<file path="config.mk">
export PLATFORM = sky130hd
export DESIGN_NAME = rr_arb_mux
export DESIGN_NICKNAME = d
export VERILOG_FILES = /design/src/rtl/arch_pkg.sv /design/src/rtl/rr_grant.sv /design/src/rtl/rr_arb_mux.sv
export SDC_FILE = /design/constraint.sdc
export NUM_CORES = 1
export LEC_CHECK = 0
export CAP_MARGIN = 20
export CORE_ASPECT_RATIO = 2
export CORE_UTILIZATION = 48
export DETAILED_ROUTE_END_ITERATION = 10
export PLACE_DENSITY = 0.88
export SYNTH_ARGS = -nofsm -noshare
export SYNTH_HDL_FRONTEND = slang
export SYNTH_SLANG_ARGS = --single-unit
</file>
<file path="constraint.sdc">
create_clock -name clk -period 7.7 [get_ports clk]
set_clock_uncertainty 0.15 [all_clocks]
set_input_delay 0.77 -clock clk [delete_from_list [all_inputs] [get_ports clk]]
set_output_delay 0.77 -clock clk [all_outputs]
set_load 0.02 [all_outputs]
</file>
<file path="src/rtl/arch_pkg.sv">
// Shared definitions for the arbiter family: mode encodings, default width,
// and the index-width helper used to size source-select buses.
package arch_pkg;

    localparam logic MODE_RR    = 1'b0;
    localparam logic MODE_FIXED = 1'b1;

    localparam int DATA_WIDTH = 32;

    // A one-source arbiter still needs a 1-bit index bus.
    function automatic int clog2_min1(input int n);
        return (n <= 1) ? 1 : $clog2(n);
    endfunction

endpackage

</file>
<file path="src/rtl/rr_grant.sv">
// Combinational grant logic: picks one requester, starting the search at base
// (round-robin, wrapping) or at index 0 (fixed priority).
module rr_grant
    import arch_pkg::*;
#(
    parameter  int NUM_SRC = 5,
    localparam int SEL_W   = clog2_min1(NUM_SRC)
) (
    input  logic [NUM_SRC-1:0] req,
    input  logic [SEL_W-1:0]   base,
    input  logic               mode,
    output logic [NUM_SRC-1:0] grant,
    output logic [SEL_W-1:0]   grant_idx
);

    logic found;

    // NOTE: every output gets a default before the search loop, otherwise
    // paths that never match would infer latches.
    always_comb begin
        grant     = '0;
        grant_idx = '0;
        found     = 1'b0;
        for (int k = 0; k < NUM_SRC; k++) begin
            int idx;
            idx = (mode == MODE_FIXED) ? k : int'(base) + k;
            // base is always below NUM_SRC, so one subtraction wraps the search
            if (idx >= NUM_SRC) begin
                idx = idx - NUM_SRC;
            end
            if (!found && req[idx]) begin
                found      = 1'b1;
                grant[idx] = 1'b1;
                grant_idx  = SEL_W'(idx);
            end
        end
    end

endmodule

</file>
<file path="src/rtl/rr_arb_mux.sv">
// N-source arbitrating multiplexer with valid/ready handshakes and a one-deep
// registered output stage; round-robin or fixed priority chosen at runtime.
module rr_arb_mux
    import arch_pkg::*;
#(
    parameter  int WIDTH   = DATA_WIDTH,
    parameter  int NUM_SRC = 5,
    localparam int SEL_W   = clog2_min1(NUM_SRC)
) (
    input  logic                       clk,
    input  logic                       rst,
    input  logic                       mode,
    input  logic [NUM_SRC-1:0]         src_valid,
    input  logic [NUM_SRC*WIDTH-1:0]   src_data,
    output logic [NUM_SRC-1:0]         src_ready,
    output logic                       out_valid,
    output logic [WIDTH-1:0]           out_data,
    output logic [SEL_W-1:0]           out_sel,
    input  logic                       out_ready
);

    logic [SEL_W-1:0]   ptr;
    logic [NUM_SRC-1:0] grant;
    logic [SEL_W-1:0]   grant_idx;
    logic               load;
    logic               xfer;
    logic [WIDTH-1:0]   win_data;

    rr_grant #(
        .NUM_SRC (NUM_SRC)
    ) u_grant (
        .req       (src_valid),
        .base      (ptr),
        .mode      (mode),
        .grant     (grant),
        .grant_idx (grant_idx)
    );

    // The stage refills whenever it is empty or being drained this cycle.
    assign load      = !out_valid || out_ready;
    assign src_ready = grant & {NUM_SRC{load}};
    assign xfer      = |src_ready;

    // One-hot AND-OR mux keeps the data path free of a wide index decoder.
    always_comb begin
        win_data = '0;
        for (int i = 0; i < NUM_SRC; i++) begin
            win_data = win_data | (src_data[i*WIDTH +: WIDTH] & {WIDTH{grant[i]}});
        end
    end

    // NOTE: registers use non-blocking assignments so all state updates
    // see the same pre-edge values.
    always_ff @(posedge clk or posedge rst) begin
        if (rst) begin
            out_valid <= 1'b0;
            out_data  <= '0;
            out_sel   <= '0;
            ptr       <= '0;
        end else if (xfer) begin
            out_valid <= 1'b1;
            out_data  <= win_data;
            out_sel   <= grant_idx;
            if (mode == MODE_RR) begin
                ptr <= (grant_idx == SEL_W'(NUM_SRC - 1)) ? '0 : grant_idx + SEL_W'(1);
            end
        end else if (out_ready) begin
            // Drained with nothing to refill: data and select keep their last values.
            out_valid <= 1'b0;
        end
    end

endmodule

</file>
==> results.toml <==
[run_status]
outcome = "finished clean"

[route]
dr_total_vias = 6049
drt-total-wl_mm = 21.0
via_per_inst = 6.35
drtIter0Drc = 398
avgRoutedWirePerCell_um = 22.1
drc_errors = 0
first_pass_iters = 5
final_antenna_net_count = 0

[critical_path]
critical_path.top_delay_family = "simple AND/OR/NAND/NOR gates"
cpMostUsedCell = "clkdlybuf4s50_1"
reg2regPathDepth = 17
rr_startpoint = "ptr[1]$_DFFE_PP0P_"
end_kind = "output port"
worstPathRequired_ns = 6.78
critPathLaunchType = "input port"
cp.depth = 13
max_stage_delay_ns = 0.70
slowest_stage = "clkdlybuf4s50_1"
worst_ep_arrival_time_ns = 5.47
worst-path-buf-inv = 3
crit_type = "in2out"
crit_chain = "clkdlybuf4s50_1 > or2b_4 > inv_1 > ha_1 > nor2b_1 > o21ai_4 > mux2i_1 > nand3_1 > nand4_4 > or4_1 > and3_1 > a21oi_1 > clkdlybuf4s50_1"
cp_max_fo = 15
worstSetupStartpoint = "mode"

[sta]
hold_violations = 0
relSlewSlack_pct = 35.1
slew_viol_final = 0
period_needed_ns = 6.39
fmax_mhz = 157
fin_crit_sh_pct = 83.0
fin_tns_setup_ns = 0
setup_violations = 0
hold_slack_ns = 0.339
rsz0062_at_grt = "no"
worstMarginPinSlew_ns = 0.974

[finish]
stdcell_area_um2 = 7430
final_nets = 1006
layout-drive-gt1-share_pct = 11.2
regArea_um2 = 976
mostFrequentLayoutCells = "clkdlybuf4s50_1, inv_1, a22oi_1"
fillCellCount = 848
layout_commonest_cell = "clkdlybuf4s50_1"
area_growth_pct = 43.9
multi_input_area_um2 = 3610

[worst_hold_path]
hp-start = "out_sel[2]$_DFFE_PP0P_"
min_path_cells = 1
hp-class = "reg2reg"

[synthesis]
synth-edff-count = 0
async_flop_share_pct = 100
synth_area_leaders = "dfrtp_1, a22oi_1, a32oi_2"
syn_area_per_cell_um2 = 8.24
ys_ff_latch = 39
synthesis.area_um2 = 5170
synth_cells = 627
syn-num-nets = 820
synth_cell_types = 94
synth_ff_type = "dfrtp_1"
synth_top_area_share_pct = 18.9
synth_top_area_cell = "dfrtp_1"
synth-seq-area-share_pct = 18.9
synth_warnings = 0

[clock_network]
post_cts_resized = 0
clockBufferDepth = 2
postCtsHoldBufs = 0
clock-sinks = 39
insertion_delay_ns = 0.29
path_clk_slew_ns = 0.07
cts_setup_buffers = 0
cts-root-buf = "clkbuf_16"
cts-htree-levels = 2
numCtsBuffers = 5
cts_tree = "yes"

[grt]
antenna_found_initial = 0
grt_pass1_wl_mm = 31.6
grt_use_total_pct = 38.2
grt_overflow = 0
grt_pass1_vias = 6090
grt_start_max_net_pins = 40

[flow_run]
max_cap_viol_count = 0

[die]
ios = 210
die_w_um = 75.4
dieArea_um2 = 11200
core_um2 = 10500
initial_core_util_pct = 49.3
placementRows = 53
die_h_um = 149

[placed_design]
portBuffers = 209
place_area_um2 = 7260
routabilityCongestion = 1.01
dp_hpwl_mm = 16.2

[power]
power.density_nw_per_um2 = 457
p_leak_nw = 3.03
ir_worst_vdd_mv = 0.287
[cells by family (layout without fill, tap and decap cells)]
group	Yosys count	in the layout	share of synthesized area, %
adder cells (fa/ha/maj)	24	24	5.81
AO/OA/AOI/OAI	266	266	41.3
XOR/XNOR	5	5	1.57
AND/OR/NAND/NOR	150	150	17.2
multiplexers	16	16	3.85
other	0	1	0
buffers and inverters	127	314	11.5
flip-flops	39	39	18.9
[power by group]
group,internal [mW],total [mW],switching [mW]
Clock,0.153,0.244,0.0912
Sequential,0.323,0.407,0.0836
Combinational,1.12,2.75,1.63
Total,1.59,3.40,1.81
[layout make-up]
| type | count | area share [%] |
|---|---|---|
| multi-input cells | 461 | 48.6 |
| diodes | 1 | 0.0337 |
| repair buffers | 222 | 29.5 |
| flip-flops and latches | 39 | 13.1 |
| inverters | 84 | 4.24 |
| clock buffers | 5 | 1.68 |
| well taps | 137 | 2.31 |
| clock inverters | 3 | 0.589 |
[per-layer routing]
layer	track usage, %	wire (um)	vias to the layer above
li1	-	-	2729
met1	39.2	7140	2898
met2	64.6	10800	315
met3	7.97	1260	107
met4	30.0	1790	0
met5	0	0	-
[cell usage after synthesis (8+ instances only)]
cell type / count
a21oi_1: 54
a22oi_1: 64
a32oi_2: 29
and2_1: 8
and3_1: 10
buf_2: 18
clkbuf_1: 8
dfrtp_1: 39
ha_1: 24
inv_1: 80
nand2_1: 28
nand2b_1: 11
nand3_1: 13
nand4_1: 10
nor2_1: 24
nor3_1: 8
o21ai_0: 48
[state kept, by name, summed over array words and instances, names as in the netlist]
signal and flops:
out_valid 1, ptr 3, out_sel 3, out_data 32
[path summary, 6_finish.rpt]
| path | endpoint | slack (ns) |
|---|---|---|
| worst max-delay path | src_ready[2] | 1.31 |
| worst min-delay path | out_sel[2]$_DFFE_PP0P_ | 0.34 |
| worst max register to register | out_valid$_DFFE_PP0P_ | 1.72 |
| worst min register to register | out_sel[2]$_DFFE_PP0P_ | 0.34 |
| max in group asynchronous | out_data[7]$_DFFE_PP0P_ | 6.26 |
| min in group asynchronous | out_data[16]$_DFFE_PP0P_ | 0.78 |
[per-stage QoR]
stage	instances	power, mW	worst slack, ns	util, %
6_report	952	3.40	1.31	71.0
5_1_grt	951	3.60	1.07	70.9
4_1_cts	951	3.35	1.46	70.9
3_5_place_dp	943	3.09	1.37	69.3
3_3_place_gp	943	3.00	1.57	69.3
2_1_floorplan	627	2.34	2.79	-
No activity file was read; power rests on OpenSTA's default activity.
